`src/rtl/contador_16b.sv`:
```
// contador_16b: 16-bit modal up/down counter built from four cascaded 4-bit stages.
// Each stage reports its own carry/borrow as a registered one-cycle pulse.

// One 4-bit slice of the cascade: a plain adder with carry in and carry out.
module contador_16b_etapa (
   input  logic [3:0] a,
   input  logic [3:0] b,
   input  logic       cin,
   output logic [3:0] suma,
   output logic       cout
);
   logic [4:0] total;

   assign total = 5'(a) + 5'(b) + 5'(cin);
   assign suma  = total[3:0];
   assign cout  = total[4];
endmodule

module contador_16b (
   input  logic        CLK,
   input  logic        RESET_L,
   input  logic        ENB,
   input  logic [1:0]  MODO,
   input  logic [15:0] entrada,
   output logic [15:0] salida,
   output logic        RCO,
   output logic        RCO162,
   output logic        RCO163,
   output logic        RCO164
);
   localparam int unsigned ANCHO       = 16;
   localparam int unsigned ANCHO_ETAPA = 4;
   localparam int unsigned ETAPAS      = ANCHO / ANCHO_ETAPA;

   typedef enum logic [1:0] {
      MODO_SUBE  = 2'b00,
      MODO_BAJA1 = 2'b01,
      MODO_BAJA3 = 2'b10,
      MODO_CARGA = 2'b11
   } modo_t;

   modo_t              modo_c;
   logic [ANCHO-1:0]   operando_c;
   logic [ANCHO-1:0]   suma_c;
   logic [ETAPAS:0]    acarreo_c;
   logic               resta_c;
   logic [ETAPAS-1:0]  rco_c;

   logic [ANCHO-1:0]   cuenta_q;
   logic [ETAPAS-1:0]  rco_q;

   assign modo_c = modo_t'(MODO);

   // Subtraction is done as addition of the two's complement; a missing carry is a borrow.
   always_comb begin
      operando_c = '0;
      resta_c    = 1'b0;
      case (modo_c)
         MODO_SUBE:  begin operando_c = ANCHO'(16'h0001); resta_c = 1'b0; end
         MODO_BAJA1: begin operando_c = ANCHO'(16'hFFFF); resta_c = 1'b1; end
         MODO_BAJA3: begin operando_c = ANCHO'(16'hFFFD); resta_c = 1'b1; end
         MODO_CARGA: begin operando_c = '0;               resta_c = 1'b0; end
         default:    begin operando_c = '0;               resta_c = 1'b0; end
      endcase
   end

   assign acarreo_c[0] = 1'b0;

   for (genvar k = 0; k < ETAPAS; k++) begin : g_etapa
      contador_16b_etapa u_etapa (
         .a    (cuenta_q[k*ANCHO_ETAPA +: ANCHO_ETAPA]),
         .b    (operando_c[k*ANCHO_ETAPA +: ANCHO_ETAPA]),
         .cin  (acarreo_c[k]),
         .suma (suma_c[k*ANCHO_ETAPA +: ANCHO_ETAPA]),
         .cout (acarreo_c[k+1])
      );
      assign rco_c[k] = acarreo_c[k+1] ^ resta_c;
   end

   always_ff @(posedge CLK or negedge RESET_L) begin
      if (!RESET_L) begin
         cuenta_q <= '0;
         rco_q    <= '0;
      end else if (ENB) begin
         if (modo_c == MODO_CARGA) begin
            cuenta_q <= entrada;
            rco_q    <= '0;
         end else begin
            cuenta_q <= suma_c;
            rco_q    <= rco_c;
         end
      end else begin
         rco_q <= '0;
      end
   end

   assign salida = cuenta_q;
   assign RCO    = rco_q[0];
   assign RCO162 = rco_q[1];
   assign RCO163 = rco_q[2];
   assign RCO164 = rco_q[3];
endmodule

```
`config.mk`:
```
export PLATFORM = sky130hd
export DESIGN_NAME = contador_16b
export DESIGN_NICKNAME = d
export VERILOG_FILES = /design/src/rtl/contador_16b.sv
export SDC_FILE = /design/constraint.sdc
export NUM_CORES = 1
export LEC_CHECK = 0
export BUFFER_PORTS_ARGS = -buffer_cell sky130_fd_sc_hd__buf_2
export CORE_ASPECT_RATIO = 1.75
export CORE_MARGIN = 2
export CORE_UTILIZATION = 46
export DETAILED_ROUTE_END_ITERATION = 10
export PLACE_DENSITY = 0.75
export SLEW_MARGIN = 20
export SYNTH_ARGS = -nofsm -noshare
export SYNTH_HDL_FRONTEND = slang
export SYNTH_SLANG_ARGS = --single-unit
```
`constraint.sdc`:
```
create_clock -name CLK -period 4.7 [get_ports CLK]
set_input_delay 0.94 -clock CLK [delete_from_list [all_inputs] [get_ports CLK]]
set_output_delay 0.94 -clock CLK [all_outputs]
set_load 0.03 [all_outputs]
```
==> impl_metrics.toml <==
[synthesis]
synth_top_cell_by_area = "dfrtp_1"
synth-seq-cells = 20
ys_async_sr_fraction_pct = 100.0
syn_area_per_cell_sq_um = 8.621
yosysUniqueCellTypes = 33
synth_ff_type = "dfrtp_1"
synth_edf_count = 0
yosysWarnings = 0
synthCells = 164
synth_top_cell_area_share_pct = 35.40
synth_area_sq_um = 1414
synth.area.top_cells = "dfrtp_1 (35%), a21oi_1 (7.1%), ha_1 (7.1%)"
ys_seq_area_share_pct = 35.40
synth_nets = 196

[worst_setup_path]
cp_common_cell = "ha_4"
cp.arrival_ns = 4.87
path_class = "primary input to register"
required_ns = 4.89
path_buf_inv = 3
cpLargestDelayFamily = "adder cells"
crit_fanout = 4
critPathSlowestCell = "fa_2"
max_stage_delay_ns = 0.40
startpoint_type = "primary input"
cp-end-kind = "register"

[worst_hold_path]
min_path_type = "register to register"

[cells_and_area]
nets = 251
n_antenna_cell = 0
syn2layout_area_growth_pct = 40.35
fin_cells = 246
fill_cells = 242
drive_gt1_share_pct = 40.37
fin_area_sq_um = 1984
fin_util_pct = 67.78

[clock_network]
cts_tree = "done"
htreeDepth = 1
cts_buffers = 3
clockBufferDepth = 2
clk_latency_ns = 0.26
clock-sinks = 20
path_clk_slew_ns = 0.08
cts-root-buf = "clkbuf_8"

[route]
viasPerCell = 5.801
drt-total-wl_mm = 3.685
drcViolationCount = 0
wire_per_inst_microns = 14.98
ant_nets = 0
drtPass1Iterations = 4
first_iter_violations = 32
vias = 1427

[global_routing]
grt_max_degree = 33
grt_pass1_vias = 1421
grt_pass1_wl_mm = 6.030
antenna_found_initial = 0
overflow = 0
grt_util_all_layers_pct = 22.42

[run]
max-cap-violations = 0

[sta]
hold_viol_final = 0
setup_ws_ns = 0.01920
slew_viol_final = 0
rsz0062_at_grt = "true"
tightest_slew_ns = 0.5290
fmax_ghz = 0.2136
post-route-min-period_ns = 4.681
slew_headroom_pct = 64.73
finalSetupViolCount = 0
clock_skew_ns = 0.003153
whs_ns = 0.5940
period_share_pct = 99.59

[placement]
post-place-ws_ns = -0.4256
dp_cells = 237
gp_congestion = 0.8095
hpwlAfterDp_mm = 2.668
dpl-instance-area_sq_um = 1822
numPortBuffers = 40

[floorplanning]
chipWidth_microns = 45.91
core_area_sq_um = 2928
io_pins = 41
start_util_pct = 48.29
die-area_sq_um = 3551
fp.dieH_microns = 77.34
rows = 26

[run_status]
status = "complete, no violations"

[power_and_ir_drop]
p_per_area_nw_per_um2 = 626.3
leakage_nw = 0.9093
vdd_drop_max_mv = 0.4136
layer usage:
metal	vias up	track usage (%)	wire length, microns
met1	681	24.74	1411
li1	700	-	-
met4	0	9.429	65
met2	39	40.00	2093
met5	-	0	0
met3	7	2.791	116
cells by family after synthesis:
family / count (synthesis) / synth area share [%]
AND/OR/NAND/NOR: 55 / 18.05
buffers and inverters: 16 / 4.778
XOR/XNOR: 5 / 3.097
AO/OA/AOI/OAI: 47 / 20.27
adder cells (fa/ha/maj): 11 / 11.33
multiplexers: 10 / 7.080
flip-flops: 20 / 35.40
cell usage after synthesis, types with 4 or more instances:
cell type and n:
xnor2_1 4, nor3_1 7, nand2_1 15, inv_1 7, a21oi_1 20, o21ai_0 6, a22o_1 4, dfrtp_1 20
o22ai_1 4, mux2i_1 10, ha_1 8, nand4_1 6, clkbuf_1 4, nor2_1 20
cell type report:
type / count / area, sq um / share of cell area, %
clock buffers: 4 / 55.05 / 2.774
inverters: 8 / 32.53 / 1.639
multi-input cells: 128 / 998.5 / 50.32
flip-flops and latches: 20 / 500.5 / 25.22
well taps: 28 / 35.03 / 1.765
repair buffers: 58 / 362.8 / 18.29
path summary, 6_finish.rpt:
check | from | endpoint | slack, ns | cells past startpoint
setup / recovery | MODO[1] | rco_q[3]$_DFF_PN0_ | 0.02 | 26
hold / removal | salida[8]$_DFFE_PN0P_ | salida[8]$_DFFE_PN0P_ | 0.59 | 2
setup reg to reg | salida[0]$_DFFE_PN0P_ | rco_q[3]$_DFF_PN0_ | 0.50 | 23
hold reg to reg | salida[8]$_DFFE_PN0P_ | salida[8]$_DFFE_PN0P_ | 0.59 | 2
max in group asynchronous | RESET_L | salida[9]$_DFFE_PN0P_ | 3.73 | 1
min in group asynchronous | RESET_L | salida[2]$_DFFE_PN0P_ | 0.63 | 1
flip-flops by register name, summed over array words and instances, names as in the netlist:
name,cells
rco_q,4
salida,16
worst register-to-register path: stages, from the launching register on:
cell	delay [ns]
dfrtp_1	0.42
ha_4	0.18
fa_2	0.37
nor2_4	0.10
nor2_1	0.05
nor2_1	0.09
a21oi_1	0.06
ha_2	0.19
a21o_1	0.18
ha_4	0.17
nor3_4	0.13
nor2_2	0.06
o21ai_2	0.17
fa_2	0.23
inv_2	0.05
ha_4	0.16
nor3_4	0.18
nor2_1	0.07
nor2_1	0.14
a21oi_2	0.06
fa_2	0.40
ha_4	0.20
or3_4	0.33
a21oi_2	0.15
cell usage in the layout (no fill, tap or decap), types with 2 or more instances in the layout:
master	n
xnor2_1	4
inv_1	6
nor3_4	3
a31oi_1	2
a22o_1	4
buf_4	16
nand4_1	6
o22ai_1	4
a21o_1	3
clkbuf_8	4
buf_8	2
or3_1	2
a21oi_2	3
o21ai_0	5
buf_6	2
nand2_1	15
a21oi_1	17
a211oi_1	2
ha_4	6
fa_2	3
buf_2	38
dfrtp_1	20
o21ai_2	3
mux2i_1	10
nor3_1	4
nor2_1	18
report_power, final:
part	internal, mW	switching, mW	leakage [nW]
Combinational	0.336	0.408	0.639
Sequential	0.239	0.124	0.242
Clock	0.0747	0.0605	0.0288
Total	0.650	0.593	0.909
metrics by stage:
stage	TNS (ns)	power (mW)
6_report	0	1.243
5_1_grt	-0.6599	1.343
4_1_cts	0	1.208
3_5_place_dp	-1.380	1.052
3_3_place_gp	-0.7354	1.012
2_1_floorplan	-0.1889	0.8345
what timing repair did:
| action | CTS | global route |
|---|---|---|
| endpoints found under the hold margin | 0 | 0 |
| pin swaps | 3 | 21 |
| hold buffers | 0 | 0 |
| gates cloned | 0 | 0 |
| resized for setup | 3 | 14 |
| setup buffers | 1 | 4 |
| endpoints found under the setup margin | 3 | 4 |
Note: power is estimated with default switching activity, not from simulation.
